--- src/rtl/four_one_mux.sv ---
// four_one_mux: 4-to-1 lane selector.
// Y and sel_onehot are combinational and follow I/S with zero latency.
// y_q, sel_q and y_valid are registered copies, loaded on enabled clock edges.
// An asynchronous active-low reset clears the registered outputs immediately.
module four_one_mux #(
    parameter int WIDTH = 1
) (
    input  logic [4*WIDTH-1:0] I,
    input  logic [1:0]         S,
    output logic [WIDTH-1:0]   Y,
    input  logic               clk,
    input  logic               rst_n,
    input  logic               en,
    output logic [WIDTH-1:0]   y_q,
    output logic               y_valid,
    output logic [3:0]         sel_onehot,
    output logic [1:0]         sel_q
);

    // Whole-lane selection; an unknown select yields an unknown lane.
    function automatic logic [WIDTH-1:0] pick_lane(
        input logic [4*WIDTH-1:0] lanes,
        input logic [1:0]         sel
    );
        logic [WIDTH-1:0] res;
        case (sel)
            2'b00:   res = lanes[0*WIDTH +: WIDTH];
            2'b01:   res = lanes[1*WIDTH +: WIDTH];
            2'b10:   res = lanes[2*WIDTH +: WIDTH];
            2'b11:   res = lanes[3*WIDTH +: WIDTH];
            default: res = {WIDTH{1'bx}};
        endcase
        return res;
    endfunction

    // One-hot decode of the select; an unknown select decodes to unknown.
    function automatic logic [3:0] decode_sel(input logic [1:0] sel);
        logic [3:0] res;
        case (sel)
            2'b00:   res = 4'b0001;
            2'b01:   res = 4'b0010;
            2'b10:   res = 4'b0100;
            2'b11:   res = 4'b1000;
            default: res = 4'bxxxx;
        endcase
        return res;
    endfunction

    logic [WIDTH-1:0] y_d;
    logic [1:0]       sel_d;
    logic             valid_d;

    // Combinational selected lane, independent of clk, rst_n and en.
    always_comb begin
        Y = pick_lane(I, S);
    end

    // Combinational one-hot view of the current select.
    always_comb begin
        sel_onehot = decode_sel(S);
    end

    // Next-state: capture the live selection on enable, otherwise hold.
    always_comb begin
        y_d     = y_q;
        sel_d   = sel_q;
        valid_d = y_valid;
        if (en) begin
            y_d     = Y;
            sel_d   = S;
            valid_d = 1'b1;
        end else begin
            y_d     = y_q;
            sel_d   = sel_q;
            valid_d = y_valid;
        end
    end

    // Registered copy of the selection; reset clears it without waiting for clk.
    always_ff @(posedge clk or negedge rst_n) begin
        if (!rst_n) begin
            y_q     <= {WIDTH{1'b0}};
            sel_q   <= 2'b00;
            y_valid <= 1'b0;
        end else begin
            y_q     <= y_d;
            sel_q   <= sel_d;
            y_valid <= valid_d;
        end
    end

endmodule

--- config.mk ---
export PLATFORM = sky130hd
export DESIGN_NAME = four_one_mux
export DESIGN_NICKNAME = d
export VERILOG_FILES = /design/src/rtl/four_one_mux.sv
export SDC_FILE = /design/constraint.sdc
export NUM_CORES = 1
export LEC_CHECK = 0
export CAP_MARGIN = 20
export CELL_PAD_IN_SITES_DETAIL_PLACEMENT = 1
export CELL_PAD_IN_SITES_GLOBAL_PLACEMENT = 1
export CORE_AREA = 5 5 42 44
export CTS_CLUSTER_DIAMETER = 40
export DETAILED_ROUTE_END_ITERATION = 8
export DIE_AREA = 0 0 47 49
export DONT_BUFFER_PORTS = 1
export GPL_TIMING_DRIVEN = 1
export PLACE_DENSITY_LB_ADDON = 0.1
export SYNTH_ARGS = -nofsm -noshare
export SYNTH_HDL_FRONTEND = slang
export SYNTH_SLANG_ARGS = --single-unit
export TNS_END_PERCENT = 1
--- constraint.sdc ---
create_clock -name clk -period 1.9 [get_ports clk]
set_input_delay 0.38 -clock clk [delete_from_list [all_inputs] [get_ports clk]]
set_output_delay 0.38 -clock clk [all_outputs]
set_load 0.05 [all_outputs]
Word-level counts from Yosys, hierarchy flattened:

Index checks and enable logic that the tools add are counted.

* bits in registers: 4
* input port bits: 9
* output and inout bits: 9
* word-level logic and storage cells: 9

* eq/ne operators: 3
* multiplexer cells: 2
* reductions and logical operators: 1

Operator list (count)
* $pmux 4 s4: 1
* $eq 2x2->1 const B: 2
* $pmux 1 s4: 1
* $eq 2x1->1 const B: 1
* $logic_not 2->1: 1

Logic depth before layout (Yosys ltp):

* depth after elaboration: 2
* depth in mapped cells: 3
* gate-level depth less buffers: 2

Worst setup path before layout:

OpenSTA, ideal clock, no wires.

* kind: input -> output
* start point: in S[0]
* end point: out Y
* arrival time: 1432 ps
* data required time: 1520 ps
* setup slack: 88 ps
* cell stages on the path: 3
* buffers on the path: 1
* cell sequence: buf_6 > mux2i_1 > mux2i_1

* cells in the longest elaborated chain, start to end: 2
* elaborated cells on any way between the ends: 5
* classes of those cells: eq/ne: 3; mux: 1; reduce/logical: 1

Ends and longest elaborated chain
* start: declaration: line 9 `input logic [1:0] S,`
* $eq 2x2->1, or another cell as far along: line 26 `case (sel)`
* $pmux 1 s4 *: line 26
* end: declaration: line 10 `output logic [WIDTH-1:0] Y,`

Every way passes the cells marked *; elsewhere a longest branch is shown, timed or not.

Worst setup path after layout:

Same ends and word-level chain as after synthesis.

==> results.py <==
metrics = {
    "outcome": {
        "outcome": "finished clean",
    },
    "timing": {
        "tightest_slew_ns": 0.481,
        "fin_crit_sh_pct": 67.2,
        "grt_setup_unrepaired": "no",
        "fmax_ghz": 0.783,
        "final-hold-violation-count": 0,
        "fin_worst_skew_ns": 0,
        "drv_slew": 0,
        "layout_min_cycle_time_ns": 1.28,
        "max_slew_margin_pct": 67.9,
        "fin_tns_setup_ns": 0,
        "setup_viol": 0,
    },
    "synth": {
        "ys_seq_area_share_pct": 46.2,
        "synth_area_leaders": "dfrtp_1 46%, mux2i_1 14%, nand2b_1 5.8%, nor2b_1 5.8%, buf_6 5.2%",
        "synth.distinct_cells": 13,
        "async_flop_share_pct": 100,
        "synth.most_common_cell": "dfrtp_1",
        "syn_area_um2": 216,
        "yosys.area.top_type": "dfrtp_1",
        "yosysWarnings": 0,
        "ys.flop_type": "dfrtp_1",
        "syn_nets": 29,
        "ys_ff_latch": 4,
        "synthDominantCellAreaShare_pct": 46.2,
        "synthTopCellsByCount": "4 x dfrtp_1, 3 x mux2i_1, 2 x nand2b_1, 2 x nor2b_1",
        "synthCells": 20,
        "synth_edf_count": 0,
        "avgSynthCellArea_um2": 10.8,
    },
    "flow_run": {
        "cap_violations": 0,
    },
    "finish": {
        "diodes": 0,
        "num-nets-final": 38,
        "post-route-util_pct": 20.5,
        "regArea_um2": 100,
        "area_delta_synth_final_pct": 32.9,
        "fill_cells": 169,
        "drive_gt1_share_pct": 37.0,
        "multi_input_area_um2": 101,
    },
    "drt": {
        "num_vias": 176,
        "totalWireLength_um": 540,
        "firstDrtPassIters": 1,
        "ant_nets": 0,
        "drt-initial-drc-count": 0,
        "routed_via_density": 4.09,
        "wire_per_inst_um": 12.6,
        "route.detailed.drc": 0,
    },
    "floorplanning": {
        "core-area_mm2": 0.00140,
        "num_io_pins": 18,
        "initial_core_util_pct": 15.4,
        "rows": 14,
        "die_w_um": 47,
        "die_h_um": 49,
        "die-area_mm2": 0.00230,
    },
    "critical_path": {
        "arrival_ns": 0.90,
        "end_kind": "output pin",
        "worst-setup-path-type": "input port to output pin",
        "cp.required_ns": 1.52,
        "start_kind": "input port",
        "critPathMaxFanout": 7,
    },
    "clocking": {
        "root_buffer": "clkbuf_4",
        "tritoncts": "yes",
        "cts_setup_buffers": 0,
        "path_clk_slew_ns": 0.04,
        "cts_buffer_depth": 2,
        "clock-sinks": 4,
        "htreeDepth": 1,
        "postCtsHoldBufs": 1,
        "clock_latency_ns": 0.22,
        "numCtsBuffers": 3,
        "cts_resized": 0,
    },
    "global_route": {
        "grt_overflow": 0,
        "antenna_found_initial": 0,
        "grt_use_total_pct": 6.07,
        "grt_max_degree": 8,
        "grt_pass1_vias": 213,
        "grt_pass1_wl_um": 945,
    },
    "place": {
        "gp_congestion": 0.644,
        "portBuffers": 0,
    },
    "power": {
        "leakagePower_nw": 0.130,
        "powerDensity_mw_per_mm2": 959,
        "ir_worst_vdd_mv": 0.304,
    },
    "hold_path": {
        "hp-class": "input port to flip-flop",
    },
}
==> logic make-up (layout without fill, tap and decap cells) <==
logic type	after synthesis	after routing	synth area share, %
and+or+nand+nor	8	8	21.4
DFF	4	4	46.2
muxes	4	4	19.1
buffers and inverters	2	9	6.93
AOI/OAI and AO/OA	2	2	6.36
==> final cells by class <==
class	instances	share of cell area, %
Timing Repair Buffer	5	13.9
Clock buffer	3	7.83
Inverter	1	1.30
Sequential cell	4	34.8
Tap cell	16	6.96
Multi-Input combinational cell	14	35.2
==> flip-flops by register name (all words and copies together), names as in the netlist <==
| register | count |
|---|---|
| sel_q | 2 |
| y_q | 1 |
| y_valid | 1 |
==> placed cells by master (no fill, tap or decap) <==
cell	count
buf_4	4
dfrtp_1	4
mux2i_1	3
clkbuf_4	3
nor2b_1	2
nand2b_1	2
nor2_1	1
and2_2	1
nand2_1	1
o221ai_1	1
inv_1	1
o21ai_0	1
mux2_2	1
or2_2	1
dlygate4sd3_1	1
==> path summary, 6_finish.rpt <==
kind,from,end,slack (ns),cells after the start
max,S[0],Y,0.62,3
min,en,sel_q[1]$_DFFE_PN0P_,0.27,1
max reg2reg,y_valid$_DFFE_PN0P_,y_valid$_DFFE_PN0P_,0.88,1
min reg2reg,sel_q[1]$_DFFE_PN0P_,sel_q[1]$_DFFE_PN0P_,0.79,2
max in group asynchronous,rst_n,sel_q[0]$_DFFE_PN0P_,1.31,1
min in group asynchronous,rst_n,sel_q[1]$_DFFE_PN0P_,0.42,1
==> routing by layer <==
| metal | wire length (um) | global-route usage, % | vias to the layer above |
|---|---|---|---|
| met4 | 8 | 6.91 | 0 |
| met2 | 263 | 8.60 | 12 |
| met3 | 89 | 2.58 | 2 |
| li1 | - | - | 81 |
| met5 | 0 | 0 | - |
| met1 | 178 | 5.75 | 81 |
==> stage by stage <==
| step | hold slack (ns) | setup WS, ns | cells | total power [mW] | area, um2 |
|---|---|---|---|---|---|
| after detailed placement | 0.0845 | 0.605 | 39 | 0.174 | 255 |
| after CTS | 0.260 | 0.610 | 43 | 0.283 | 288 |
| after global routing | 0.259 | 0.558 | 43 | 0.297 | 288 |
| final | 0.267 | 0.623 | 43 | 0.276 | 288 |
| after global placement | 0.0846 | 0.622 | 39 | 0.173 | 255 |
| after floorplan | 0.0844 | 0.0882 | 20 | 0.164 | 216 |
==> worst max-delay path, cell delays in order <==
cell	delay, ns
mux2i_1	0.22
mux2i_1	0.10
buf_4	0.20
==> where the power goes <==
group | total (mW) | internal (mW) | switching (mW)
combinational | 0.0532 | 0.0192 | 0.0341
sequential | 0.121 | 0.0920 | 0.0290
clock | 0.102 | 0.0704 | 0.0313
total | 0.276 | 0.182 | 0.0944
Power figures use the tool's default switching activity.
